$ cat config.mk
export PLATFORM = sky130hd
export DESIGN_NAME = bypass_scoreboard
export DESIGN_NICKNAME = d
export VERILOG_FILES = /design/src/rtl/bypass_scoreboard.sv
export SDC_FILE = /design/constraint.sdc
export NUM_CORES = 1
export LEC_CHECK = 0
export BUFFER_PORTS_ARGS = -buffer_cell sky130_fd_sc_hd__buf_4
export CAP_MARGIN = 25
export CELL_PAD_IN_SITES_DETAIL_PLACEMENT = 0
export CELL_PAD_IN_SITES_GLOBAL_PLACEMENT = 1
export CORE_MARGIN = 3
export CORE_UTILIZATION = 40
export CTS_CLUSTER_SIZE = 12
export DETAILED_ROUTE_END_ITERATION = 16
export PLACE_DENSITY = 0.77
export SLEW_MARGIN = 20
export SYNTH_ARGS = -nofsm -noshare
export SYNTH_HDL_FRONTEND = slang
export SYNTH_SLANG_ARGS = --single-unit
$ cat constraint.sdc
create_clock -name clock -period 4.2 [get_ports clock]
set_input_delay 0.42 -clock clock [delete_from_list [all_inputs] [get_ports clock]]
set_output_delay 0.42 -clock clock [all_outputs]
set_load 0.01 [all_outputs]
$ cat src/rtl/bypass_scoreboard.sv
// Decode-stage hazard unit: tracks in-flight destination tags and a single
// multi-cycle mult/div, producing forwarding selects and a load-use/md stall.
module bypass_scoreboard #(
    parameter int REG_BITS  = 5,
    parameter int DEPTH     = 3,
    parameter int MD_CYCLES = 33
) (
    input  logic                clock,
    input  logic                reset_n,
    input  logic                issue_valid,
    input  logic [REG_BITS-1:0] issue_rd,
    input  logic                issue_wen,
    input  logic                issue_is_load,
    input  logic                issue_is_md,
    input  logic [REG_BITS-1:0] src_a,
    input  logic [REG_BITS-1:0] src_b,
    input  logic                src_a_used,
    input  logic                src_b_used,
    input  logic                flush,
    output logic                stall,
    output logic [2:0]          fwd_a,
    output logic [2:0]          fwd_b,
    output logic                md_busy
);

    localparam logic [7:0] MD_INIT = 8'(MD_CYCLES);

    logic [DEPTH:1]      v_q, wen_q, ld_q;
    logic [REG_BITS-1:0] rd_q [1:DEPTH];
    logic [7:0]          md_cnt_q, md_cnt_d;
    logic [REG_BITS-1:0] md_rd_q, md_rd_d;

    logic [DEPTH:1] prod;
    logic           load_use, md_dep, accept;

    always_comb begin
        prod  = '0;
        fwd_a = '0;
        fwd_b = '0;
        for (int k = 1; k <= DEPTH; k++) begin
            prod[k] = v_q[k] & wen_q[k] & (rd_q[k] != '0);
        end
        // Scan oldest to youngest so the youngest matching producer wins.
        for (int k = DEPTH; k >= 1; k--) begin
            if (src_a_used && prod[k] && rd_q[k] == src_a) fwd_a = 3'(k);
            if (src_b_used && prod[k] && rd_q[k] == src_b) fwd_b = 3'(k);
        end
    end

    always_comb begin
        md_busy  = (md_cnt_q != '0);
        load_use = prod[1] & ld_q[1] &
                   ((src_a_used & (rd_q[1] == src_a)) | (src_b_used & (rd_q[1] == src_b)));
        md_dep   = md_busy & (issue_is_md |
                   ((md_rd_q != '0) & ((src_a_used & (src_a == md_rd_q)) |
                                       (src_b_used & (src_b == md_rd_q)))));
        stall    = issue_valid & ~flush & (load_use | md_dep);
        accept   = issue_valid & ~flush & ~stall;

        md_cnt_d = md_cnt_q;
        md_rd_d  = md_rd_q;
        if (accept && issue_is_md) begin
            md_cnt_d = MD_INIT;
            md_rd_d  = issue_rd;
        end else if (md_busy) begin
            md_cnt_d = md_cnt_q - 8'd1;
        end
    end

    always_ff @(posedge clock or negedge reset_n) begin
        if (!reset_n) begin
            v_q      <= '0;
            md_cnt_q <= '0;
            md_rd_q  <= '0;
        end else begin
            v_q      <= {v_q[DEPTH-1:1], accept};
            md_cnt_q <= md_cnt_d;
            md_rd_q  <= md_rd_d;
        end
    end

    // Tag payload is only meaningful under v_q, so it needs no reset.
    always_ff @(posedge clock) begin
        rd_q[1]  <= issue_rd;
        wen_q[1] <= issue_wen & ~issue_is_md;
        ld_q[1]  <= issue_is_load;
        for (int k = 2; k <= DEPTH; k++) begin
            rd_q[k]  <= rd_q[k-1];
            wen_q[k] <= wen_q[k-1];
            ld_q[k]  <= ld_q[k-1];
        end
    end

endmodule

After elaboration in Yosys (flattened, before gate mapping). Memory sizes are Yosys's and may differ from the RTL's. Cells that the tools add are included.

$add $sub $neg: 1. Eq/ne operators: 8. Mux-type cells: 8. Bitwise gates (word level): 25. Reductions and logical operators: 19.

Operator list (number): $eq A5 B5 Y1 (8); $reduce_bool A5 Y1 (4); $and A1 B1 Y1 (18); $mux W8 (2); $logic_and A1 B1 Y1 (13); $mux W2 (6); $reduce_bool A8 Y1 (1); $sub A8 B1 Y8 const B (1); $or A1 B1 Y1 (4); $not A1 Y1 (3); $reduce_bool A2 Y1 (1).

Bits in registers: 20. Bits in writable memories: 15. Input bits: 24. Output and inout bits: 8. Word-level logic and storage cells: 67. Memories: 1.

Memories: rd_q (words 3, width 5, rd ports 3, clocked after memory_dff 0, write ports 3, RTL line 29) `logic [REG_BITS-1:0] rd_q [1:DEPTH];`.

Longest topological paths before layout.
Depth after elaboration: 12. Depth in mapped cells: 7. Depth with buffers taken out: 6.

Least setup slack after synthesis. Ideal clock, no wire load.

Kind: register -> output. Start point: register rd_q[0][11] (netlist name). End point: output port fwd_a[0]. Arrival time: 1.703 ns. Data required time: 3.780 ns. Slack: 2.077 ns. Cell stages (with the launch flop): 5. Path buffers: 0. Cell sequence: dfxtp_1 or4_1 o211ai_1 nor3_1 o41ai_1.

RTL lines: end, declared (RTL line 21) `output logic [2:0] fwd_a,`.

Worst setup path after layout.
Start point: register md_cnt_q[3]. End point: output port stall.

Word-level cells in the longest chain between the ends: 4.

RTL lines: start, declared (RTL line 30) `logic [7:0] md_cnt_q, md_cnt_d;`; start signal, assigned (RTL line 77) `md_cnt_q <= md_cnt_d;`; $reduce_bool A8 Y1 (RTL line 51) `md_busy = (md_cnt_q != '0);`; $and A1 B1 Y1 (RTL line 54) `md_dep = md_busy & (issue_is_md |`; $or A1 B1 Y1 (RTL line 57) `stall = issue_valid & ~flush & (load_use | md_dep);`; $and A1 B1 Y1 (RTL line 57); end, declared (RTL line 20) `output logic stall,`.

No other way between the ends.

==> out/results.tsv <==
stage	metric	value	unit
outcome	outcome	finished clean	
synth	netlist_area	0.00169	mm2
timing	rsz0062_at_grt	false	
power	totalPowerFinal	0.888	mW
drt	wl_met1	1480	um
setup_path	worst-setup-path-type	register to primary output	
setup_path	cp-startpoint	md_cnt_q[3]	
drt	wl_met2	1810	um
floorplanning	die_w	71.1	um
timing	fin_crit_sh	61.8	%
layout	drive_above_1_share	22.5	%
global_routing	grt_overflow	0	
setup_path	crit_required	3780	ps
drt	top_layer	met4	
setup_path	timing.rr.start	md_cnt_q[3]	
power	irDropWorstVdd	0.292	mV
global_routing	grt_use_total	15.2	%
cts	ctsHoldBuffers	1	
placed_design	place_hpwl	2860	um
timing	setup_violations	0	
floorplanning	ios	32	
layout	diodes	0	
drt	drcViolationCount	0	
synth	ys_seq_area_share	46.1	%
floorplanning	start_util	41.8	%
cts	cts_setup_buffers	0	
power	p_leak	0.846	nW
cts	cts-buffers-inserted	5	
synth	synthArstFlopShare	45.7	%
layout	multi_input_comb_area	876	um2
layout	layout.nets	215	
drt	finalWirelength	3570	um
timing	hold_violations	0	
placed_design	gp_congestion	0.929	
timing	hold_ws	238	ps
cts	clkTransAtPathRegs	60	ps
synth	synth_top_area_cell	dfrtp_1	
drt	wl_per_cell	14.8	um
placed_design	io_buffer_count	29	
global_routing	grt_pass1_vias	1311	
drt	drt_iter0_drc	40	
layout	final_cell_mix	30 x xnor2_1, 29 x buf_4, 19 x dfxtp_1, 16 x dfrtp_1, 13 x xor2_1	
synth	yosys_warnings	0	
cts	cts.sinks	35	
synth	synth_edf_count	0	
setup_path	r2r_slack	1820	ps
synth	synthCells	157	
drt	route.antenna.remaining_nets	0	
setup_path	r2r-end	md_rd_q[1]	
min_path	hold_depth	1	
drt	first_pass_iters	4	
layout	finalNonFillerCells	241	
placed_design	dp.cells	232	
cts	cts_tree	yes	
global_routing	grt_max_degree	17	
setup_path	critical_path_arrival	2180	ps
timing	clock_skew	4.00	ps
synth	syn_area_per_cell	10.8	um2
cts	clk_latency	280	ps
cts	cts_max_level	2	
synth	synth_area_leaders	dfrtp_1 24%, dfxtp_1 22%, xnor2_1 16%	
floorplanning	dieArea	0.00505	mm2
layout	area_growth	20.2	%
layout	regArea	781	um2
layout	mostFrequentLayoutCell	xnor2_1	
floorplanning	coreArea	0.00406	mm2
setup_path	critPathLaunchType	register	
timing	fmax	0.385	GHz
timing	finalSetupTns	0	ps
min_path	hp-class	input port to register	
drt	num_vias	1245	
timing	fin_crit	2600	ps
cts	cts_root_buffer	clkbuf_8	
timing	drv_slew	0	
flow_run	cap_violations	0	
layout	nFillCells	384	
synth	ys_types	41	
min_path	hold_start	issue_is_load	
drt	vias_per_cell	5.17	
cts	cts_resized	0	
synth	yosysTopAreaCellShare	23.6	%
setup_path	r2r_cells	4	
floorplanning	rows	23	
cts	clockBufferDepth	2	
synth	synth_ff_type	dfxtp_1	
floorplanning	die_h	71.1	um
setup_path	worstPathMaxFanout	12	
global_routing	antenna_found_initial	0	
min_path	hold_end	ld_q[1]	
drt	wl_met3	176	um
setup_path	end_kind	primary output	
global_routing	grt_pass1_wl	5850	um
power	p_per_area	436	mW/mm2
synth	synth_seq_cells	35	
[per-stage QoR]
step,util [%],area (um2),setup slack [ps]
6_report,50.2,2040,1600
5_1_grt,50.2,2040,1390
4_1_cts,50.2,2040,1550
3_5_place_dp,47.9,1940,1810
3_3_place_gp,47.9,1940,1780
2_1_floorplan,-,1700,2080
[worst max path at each step]
| stage | depth (start not counted) | slack (ps) | to |
|---|---|---|---|
| 3_5_place_dp | 4 | 1810 | md_rd_q[1] |
| 4_1_cts | 6 | 1550 | stall |
| 3_3_place_gp | 4 | 1780 | md_rd_q[1] |
| 5_1_grt | 6 | 1390 | stall |
| 2_1_floorplan | 4 | 2080 | fwd_a[0] |
| 6_report | 6 | 1600 | stall |
[final cells by class]
cell class | instances | area share (%)
Multi-Input combinational cell | 116 | 43.0
Tap cell | 50 | 3.07
Inverter | 2 | 0.369
Clock buffer | 7 | 3.75
Sequential cell | 35 | 38.4
Timing Repair Buffer | 30 | 11.2
Clock inverter | 1 | 0.246
[cells in the mapped netlist (2+ instances only)]
master,count
a21oi_1,2
and3_1,2
buf_4,2
clkbuf_1,2
dfrtp_1,16
dfxtp_1,19
inv_1,2
mux2_4,5
nand2_1,11
nand2b_1,2
nand3_1,2
nand3b_1,2
nand4_1,5
nand4b_1,2
nor2_1,4
nor2b_1,2
nor3_1,4
nor4_1,4
o211ai_1,3
o21ai_0,2
or4_1,3
xnor2_1,30
xor2_1,13
[layer usage]
metal | up-vias | GRT usage (%)
met3 | 8 | 4.26
met5 | - | 0
met4 | 0 | 8.77
met1 | 597 | 16.7
met2 | 29 | 26.0
li1 | 611 | -
[cell families (layout without fill, tap and decap cells)]
family | after synthesis | count (layout) | share of synthesized area, %
compound gates | 17 | 17 | 7.61
fa+ha+maj | 1 | 1 | 0.738
xor+xnor | 43 | 43 | 22.2
simple gates | 47 | 47 | 15.7
flops | 35 | 35 | 46.1
buf+inv | 7 | 40 | 2.44
mux | 6 | 6 | 5.02
other cells | 1 | 2 | 0.221
[critical path: stages (launching register included)]
cell      delay (ps)
dfrtp_1          400
nor4_1           460
nand3_1          430
o211ai_1         220
and2_1           160
a21boi_0          80
buf_4            150
[state kept, by name (all words and copies together), names as in the netlist]
signal,cells
v_q,3
ld_q,1
rd_q,15
md_cnt_q,8
wen_q,3
md_rd_q,5
[where the power goes]
part / switching, mW / leakage [nW] / internal (mW) / total, mW
Sequential: 0.0618 / 0.364 / 0.397 / 0.458
Clock: 0.107 / 0.0422 / 0.116 / 0.223
Combinational: 0.0857 / 0.440 / 0.120 / 0.206
(Power assumes the default switching activity.)
